[config.mk]
export PLATFORM = sky130hd
export DESIGN_NAME = spkr_dac_spi_tx
export DESIGN_NICKNAME = d
export VERILOG_FILES = /design/src/rtl/spkr_dac_spi_tx.sv
export SDC_FILE = /design/constraint.sdc
export NUM_CORES = 1
export LEC_CHECK = 0
export ABC_AREA = 1
export BUFFER_PORTS_ARGS = -buffer_cell sky130_fd_sc_hd__buf_4
export CORE_AREA = 2 2 119 75
export DETAILED_ROUTE_END_ITERATION = 10
export DIE_AREA = 0 0 121 77
export PLACE_DENSITY = 0.74
export SYNTH_ARGS = -nofsm -noshare
export SYNTH_HDL_FRONTEND = slang
export SYNTH_SLANG_ARGS = --single-unit
[constraint.sdc]
create_clock -name clk -period 2.3 [get_ports clk]
set_input_delay 0.115 -clock clk [delete_from_list [all_inputs] [get_ports clk]]
set_output_delay 0.115 -clock clk [all_outputs]
set_load 0.05 [all_outputs]
[src/rtl/spkr_dac_spi_tx.sv]
// spkr_dac_spi_tx: snapshots four 12-bit speaker words and writes them as
// 16-bit SPI mode-0 frames to a quad DAC, then pulses LDAC to update all outputs together.
module spkr_dac_spi_tx #(
    parameter int         CLK_DIV = 2,
    parameter int         CS_GAP  = 2,
    parameter int         LDAC_W  = 2,
    parameter logic [1:0] CTRL    = 2'b01
) (
    input  logic        clk,
    input  logic        rst,
    input  logic        start,
    input  logic [11:0] ch1,
    input  logic [11:0] ch2,
    input  logic [11:0] ch3,
    input  logic [11:0] ch4,
    output logic        sclk,
    output logic        mosi,
    output logic        cs_n,
    output logic        ldac_n,
    output logic        busy,
    output logic        done,
    output logic        overrun
);
    typedef enum logic [2:0] {IDLE, SHIFT, GAP, LDAC, DONE} state_t;

    localparam logic [15:0] DIV_M  = 16'(CLK_DIV - 1);
    localparam logic [15:0] GAP_M  = 16'(CS_GAP - 1);
    localparam logic [15:0] LDAC_M = 16'(LDAC_W - 1);

    state_t      state_q, state_d;
    logic [15:0] div_q, div_d;
    logic [3:0]  bit_q, bit_d;
    logic [1:0]  ch_q, ch_d;
    logic [11:0] snap_q [4];
    logic [11:0] snap_d [4];
    logic        sclk_q, sclk_d, mosi_q, mosi_d, cs_n_q, cs_n_d, ldac_n_q, ldac_n_d;
    logic        busy_q, busy_d, done_q, done_d, overrun_q, overrun_d;
    logic [1:0]  ch_nx;
    logic [3:0]  nb;
    logic [15:0] frame_cur, frame_nxt, frame_first;

    always_ff @(posedge clk or posedge rst) begin
        if (rst) begin
            state_q   <= IDLE;
            div_q     <= '0;
            bit_q     <= '0;
            ch_q      <= '0;
            snap_q    <= '{default: '0};
            sclk_q    <= 1'b0;
            mosi_q    <= 1'b0;
            cs_n_q    <= 1'b1;
            ldac_n_q  <= 1'b1;
            busy_q    <= 1'b0;
            done_q    <= 1'b0;
            overrun_q <= 1'b0;
        end else begin
            state_q   <= state_d;
            div_q     <= div_d;
            bit_q     <= bit_d;
            ch_q      <= ch_d;
            snap_q    <= snap_d;
            sclk_q    <= sclk_d;
            mosi_q    <= mosi_d;
            cs_n_q    <= cs_n_d;
            ldac_n_q  <= ldac_n_d;
            busy_q    <= busy_d;
            done_q    <= done_d;
            overrun_q <= overrun_d;
        end
    end

    // bit_q counts up from 0; the next bit to present is frame[14-bit_q] = frame[~(bit_q+1)]
    always_comb begin
        state_d     = state_q;
        div_d       = div_q;
        bit_d       = bit_q;
        ch_d        = ch_q;
        snap_d      = snap_q;
        sclk_d      = sclk_q;
        mosi_d      = mosi_q;
        cs_n_d      = cs_n_q;
        ldac_n_d    = ldac_n_q;
        busy_d      = busy_q;
        done_d      = 1'b0;
        overrun_d   = start && busy_q;
        ch_nx       = ch_q + 2'd1;
        nb          = bit_q + 4'd1;
        frame_cur   = {ch_q, CTRL, snap_q[ch_q]};
        frame_nxt   = {ch_nx, CTRL, snap_q[ch_nx]};
        frame_first = {2'b00, CTRL, ch1};
        case (state_q)
            IDLE, DONE: begin
                state_d = IDLE;
                if (start) begin
                    snap_d  = '{ch1, ch2, ch3, ch4};
                    state_d = SHIFT;
                    busy_d  = 1'b1;
                    cs_n_d  = 1'b0;
                    mosi_d  = frame_first[15];
                    sclk_d  = 1'b0;
                    div_d   = '0;
                    bit_d   = '0;
                    ch_d    = '0;
                end
            end
            SHIFT: begin
                div_d = div_q + 16'd1;
                if (div_q == DIV_M) begin
                    div_d = '0;
                    if (!sclk_q) begin
                        sclk_d = 1'b1;
                    end else if (bit_q == 4'd15) begin
                        sclk_d  = 1'b0;
                        cs_n_d  = 1'b1;
                        mosi_d  = 1'b0;
                        state_d = GAP;
                    end else begin
                        sclk_d = 1'b0;
                        bit_d  = nb;
                        mosi_d = frame_cur[~nb];
                    end
                end
            end
            GAP: begin
                mosi_d = 1'b0;
                div_d  = div_q + 16'd1;
                if (div_q == GAP_M) begin
                    div_d = '0;
                    if (ch_q == 2'd3) begin
                        ldac_n_d = 1'b0;
                        state_d  = LDAC;
                    end else begin
                        ch_d    = ch_nx;
                        bit_d   = '0;
                        cs_n_d  = 1'b0;
                        mosi_d  = frame_nxt[15];
                        state_d = SHIFT;
                    end
                end
            end
            LDAC: begin
                div_d = div_q + 16'd1;
                if (div_q == LDAC_M) begin
                    div_d    = '0;
                    ldac_n_d = 1'b1;
                    busy_d   = 1'b0;
                    done_d   = 1'b1;
                    state_d  = DONE;
                end
            end
            default: state_d = IDLE;
        endcase
    end

    assign sclk    = sclk_q;
    assign mosi    = mosi_q;
    assign cs_n    = cs_n_q;
    assign ldac_n  = ldac_n_q;
    assign busy    = busy_q;
    assign done    = done_q;
    assign overrun = overrun_q;
endmodule

### Word-level counts from Yosys, hierarchy flattened

Cells that the tools add are included.

| operators by class | value |
|---|---|
| $lt $le $gt $ge | 2 |
| eq/ne operators | 16 |
| add/subtract/negate cells | 3 |
| reductions and logical operators | 20 |
| bitwise logic cells | 2 |
| muxes and demuxes | 52 |

Operators with widths:

| kind | number |
|---|---|
| $mux W16 | 2 |
| $pmux W16 S2 | 1 |
| $bmux W12 S2 | 1 |
| $mux W12 | 2 |
| $mux W4 | 6 |
| $mux W1 | 22 |
| $ne A2 B2 Y1 const B | 9 |
| $add A16 B1 Y16 const B | 1 |
| $eq A16 B1 Y1 const B | 1 |
| $mux W3 | 5 |
| $reduce_and A7 Y1 | 2 |
| $pmux W3 S4 | 1 |
| $pmux W4 S3 | 1 |
| $reduce_and A4 Y1 | 3 |
| $reduce_bool A2 Y1 | 5 |
| $mux W2 | 4 |
| $eq A3 B2 Y1 const B | 2 |
| $pmux W1 S2 | 3 |
| $pmux W1 S3 | 2 |
| $reduce_and A3 Y1 | 2 |
| $lt A4 B5 Y1 const B | 1 |
| $reduce_and A5 Y1 | 1 |
| $add A4 B1 Y4 const B | 1 |
| $bmux W1 S4 | 1 |
| 15 further kinds | 16 |

| word-level totals | value |
|---|---|
| register bits | 80 |
| output and inout bits | 7 |
| input bits | 51 |
| word-level logic and storage cells | 110 |

### Longest topological paths before layout

| logic depth | value |
|---|---|
| word-level depth | 10 |
| depth in mapped cells | 15 |

### Worst setup path after synthesis

No wires, ideal clock.

| path | value |
|---|---|
| kind | register -> register |
| start | reg bit_q[0] |
| end | reg mosi_q (netlist: mosi) |
| arrival time | 1.507 ns |
| stages on the path, launching flop included | 13 |
| path slack | 0.727 ns |
| buffers on the path | 0 |
| period minus slack after synthesis | 1.573 ns |
| cell sequence | dfrtp_1 > ha_1 > nor2_1 > inv_1 > a21oi_1 > nand3_1 > nand2_1 > inv_1 > a21oi_1 > nand2_1 > nand2_1 > nand2_1 > nand2_1 |

| between the ends | value |
|---|---|
| longest elaborated chain between the ends | 8 |
| elaborated cells on any way between the ends | 9 |
| those cells by class | 1 x add/sub; 1 x eq/ne; 6 x mux; 1 x bitwise |

RTL lines:

| element | line | RTL |
|---|---|---|
| start, declared | 32 | `logic [3:0] bit_q, bit_d;` |
| start signal, assigned | 59 | `bit_q <= bit_d;` |
| $add A4 B1 Y4 | 87 | `nb = bit_q + 4'd1;` |
| $not A4 Y4 | 120 | `mosi_d = frame_cur[~nb];` |
| $bmux W1 S4 | 120 |  |
| $mux W1 (not written as such) | 120 |  |
| $mux W1 * | 112 | `end else if (bit_q == 4'd15) begin` |
| $mux W1 * | 110 | `if (!sclk_q) begin` |
| $mux W1 * | 108 | `if (div_q == DIV_M) begin` |
| $pmux W1 S3 * | 91 | `case (state_q)` |
| end signal, assigned | 63 | `mosi_q <= mosi_d;` |
| end, declared | 36 | `logic sclk_q, sclk_d, mosi_q, mosi_d, cs_n_q, cs_n_d, ldac_n_q, ldac_n_d;` |

Every way passes the cells marked *; elsewhere a longest branch is shown, timed or not. The select of a mux whose other input is x is not followed.
A chain may end at the register's enable or synchronous reset.

### Worst setup path in the final report

| path | value |
|---|---|
| start | reg state_q[1] |
| end | reg div_q[12] |

| between the ends | value |
|---|---|
| longest elaborated chain between the ends | 4 |
| elaborated cells on any way between the ends | 11 |
| those cells by class | 5 x eq/ne; 1 x mux; 5 x reduce/logical |

RTL lines:

| element | line | RTL |
|---|---|---|
| start, declared | 30 | `state_t state_q, state_d;` |
| start signal, assigned | 57 | `state_q <= state_d;` |
| $eq A3 B3 Y1 (tied with other cells) | 91 |  |
| $reduce_or A2 Y1 / $reduce_or A3 Y1 (equally long branches) | - |  |
| $ne A2 B2 Y1 (no source line) / $reduce_bool A2 Y1 (equally long branches) | - |  |
| $reduce_and A2 Y1 (no source line) | - |  |
| end signal, assigned | 58 | `div_q <= div_d;` |
| end, declared | 31 | `logic [15:0] div_q, div_d;` |

Parallel ways exist; a longest one is shown, timed or not.

==> run metrics <==
outcome complete, no violations; fin crit share 87.1%; Ant. Diodes 0; Clock Sinks 80; drt initial violations 442; share of cells above drive strength 1 15.3%; WP buf/inv 0; vias in the first global route 3777; CP max stage cell dfrtp_1; Yosys top cell by area dfrtp_1; die width 121 um; Hold Path Class in -> reg; async set-reset flop share out of synthesis 100%; critical path capture point type flip-flop; Clock Tree Buf Depth 2; Die H 77 um; aggregate global routing overflow 0; pwr/cell area 592 nW/um2; DRC violations left 0; area fraction of the dominant cell type after synthesis 47.2%; Static Leak 2.86 nW; Clock Latency Late Sink 0.34 ns; Inserted Clock Buffers 9; minimum clock period 2.00 ns; Slew Limit Fails 0; Starting Density 50.2%; register bit count reported by yosys 80; routed length per placed instance 14.2 um; CP delay by family, top simple AND/OR/NAND/NOR gates; vias per cell 5.21; CP startpoint kind flip-flop; flop-to-flop setup slack 0.30 ns; GPL Wtd Cong 0.953; final hold slack 0.00934 ns; kind of critical path reg -> reg; Antenna Violating Nets Remaining 0; I/O Buffers 57; TNS Setup 0 ns; syn nets 607; Final #Nets 710; routed vias 4024; first drt pass iteration count 5; Mean Syn Cell Area 7.49 um2; Syn Std Cell Area 4130 um2; unrepaired setup endpoints after global routing false; Netlist cell types 34; final setup vio count 0; Post-Syn Instances 552; most frequent cell after synthesis nand2_1; CP arrival 2.26 ns; largest cells by area after synthesis dfrtp_1 47%, nand2_1 21%, nand3_1 7.3%; initial antenna violation count 0; Root Driver clkbuf_16; Clock Skew 0.00991 ns; worst slew pin tran 0.802 ns; largest stage delay on the critical path 0.45 ns; DP HPWL 7.38 mm; floorplan core area 8230 um2; commonest cells in the netlist 233 x nand2_1, 78 x dfrtp_1, 60 x nand3_1; crit-path max FO 17; Die Area 9320 um2; sequential share of the synthesized area 48.5%; post-CTS setup buffer count 0; Synth Warn # 0; VDD IR max 0.350 mV; Area Overhead vs Synth 33.4%; Max-slew headroom 46.5%; largest net degree at the start of global routing 36; H-tree depth 3; upper clock frequency limit 0.499 GHz; # IOs 58; CTS tree done; Fin. Hold Viols 0; MaxCap Viol Count 0; first-pass GRT wire length 18.3 mm; Post-synth EDFFs 0; global-route usage over all layers 25.3%; Core Rows 26; Post-Route WL 11.0 mm; CTS clock-pin slew for the worst setup and hold paths 0.06 ns; crit path cell chain nor2_4 -> nand2_2 -> nand2_4 -> nand3_1 -> nor3_2 -> nand2_1 -> o21ai_1 -> nor3b_2; Top FF cell, synth dfrtp_1; Worst Path Required 2.56 ns
## final cells by class
| class | instances | area (um2) |
|---|---|---|
| Clock inverter | 6 | 115 |
| Fill cell | 651 | 2720 |
| Clock buffer | 10 | 239 |
| Tap cell | 112 | 140 |
| Sequential cell | 80 | 2000 |
| Multi-Input combinational cell | 402 | 1850 |
| Inverter | 51 | 194 |
| Timing Repair Buffer | 111 | 976 |
## metrics by stage
stage | std cells | area [um2] | power (W) | util (%) | worst slack, ns
2_1_floorplan | 552 | 4130 | 0.00145 | - | 0.137
3_3_place_gp | 709 | 4690 | 0.00153 | 57.0 | 0.464
3_5_place_dp | 709 | 4690 | 0.00154 | 57.0 | 0.343
4_1_cts | 772 | 5520 | 0.00329 | 67.0 | 0.328
5_1_grt | 772 | 5520 | 0.00336 | 67.0 | 0.111
6_report | 772 | 5520 | 0.00326 | 67.0 | 0.297
## state kept, by name, indices dropped and copies added, names as in the netlist
| name | count |
|---|---|
| snap_q | 48 |
| state_q | 3 |
| overrun | 1 |
| done | 1 |
| div_q | 16 |
| bit_q | 4 |
| ldac_n | 1 |
| ch_q | 2 |
| sclk | 1 |
| mosi | 1 |
| busy | 1 |
| cs_n | 1 |
## worst reg2reg max path: stages, from the launching register on
cell,delay (ns)
dfrtp_1,0.45
nor2_4,0.20
nand2_2,0.28
nand2_4,0.28
nand3_1,0.15
nor3_2,0.16
nand2_1,0.10
o21ai_1,0.13
nor3b_2,0.17
## report_power, final
group          internal, W  switching (W)
sequential         0.00141              0
combinational     0.000111      0.0000549
clock              0.00110       0.000592
total              0.00262       0.000646
## per-layer routing
| layer | global-route usage, % | up-vias | wire length (um) |
|---|---|---|---|
| met1 | 39.4 | 1876 | 5450 |
| met3 | 7.14 | 10 | 928 |
| met4 | 6.28 | 0 | 80 |
| met5 | 0 | - | 0 |
| met2 | 34.2 | 181 | 4510 |
| li1 | - | 1957 | - |
## kinds of logic (layout without fill, tap and decap cells)
kind of cell | count (synthesis) | in the layout | share of synthesized area [%]
AO/OA/AOI/OAI | 38 | 38 | 5.02
XOR/XNOR | 6 | 6 | 1.27
adder cells (fa/ha/maj) | 4 | 4 | 1.21
buffers and inverters | 70 | 178 | 6.84
flip-flops | 80 | 80 | 48.5
AND/OR/NAND/NOR | 354 | 354 | 37.2
## worst paths after layout
path,start,end,cells after the start
max in group asynchronous,rst,ldac_n,4
min reg2reg,cs_n,cs_n,2
min in group asynchronous,rst,div_q[13],3
max reg2reg,state_q[1],div_q[12],8
max,state_q[1],div_q[12],8
min,ch4[10],snap_q[10],3
## layout by cell type (no fill, tap or decap), types with 3 or more instances in the layout
cell	instances
nor2_4	3
buf_4	62
a21oi_1	8
nand3_1	60
dfrtp_1	78
o21ai_0	20
bufinv_16	3
nand4_1	6
inv_2	5
nor2_1	29
dlygate4sd3_1	47
o22ai_1	5
clkbuf_16	9
nor3_1	9
nor3b_1	3
xor2_1	6
inv_1	44
ha_1	4
nand2_1	233
## what timing repair did
| item | in CTS | in global routing |
|---|---|---|
| gates resized for setup | 0 | 0 |
| hold buffers | 47 | 0 |
| endpoints found under the setup margin | 0 | 0 |
| endpoints found under the hold margin | 79 | 0 |
No activity file was read; power rests on OpenSTA's default activity.
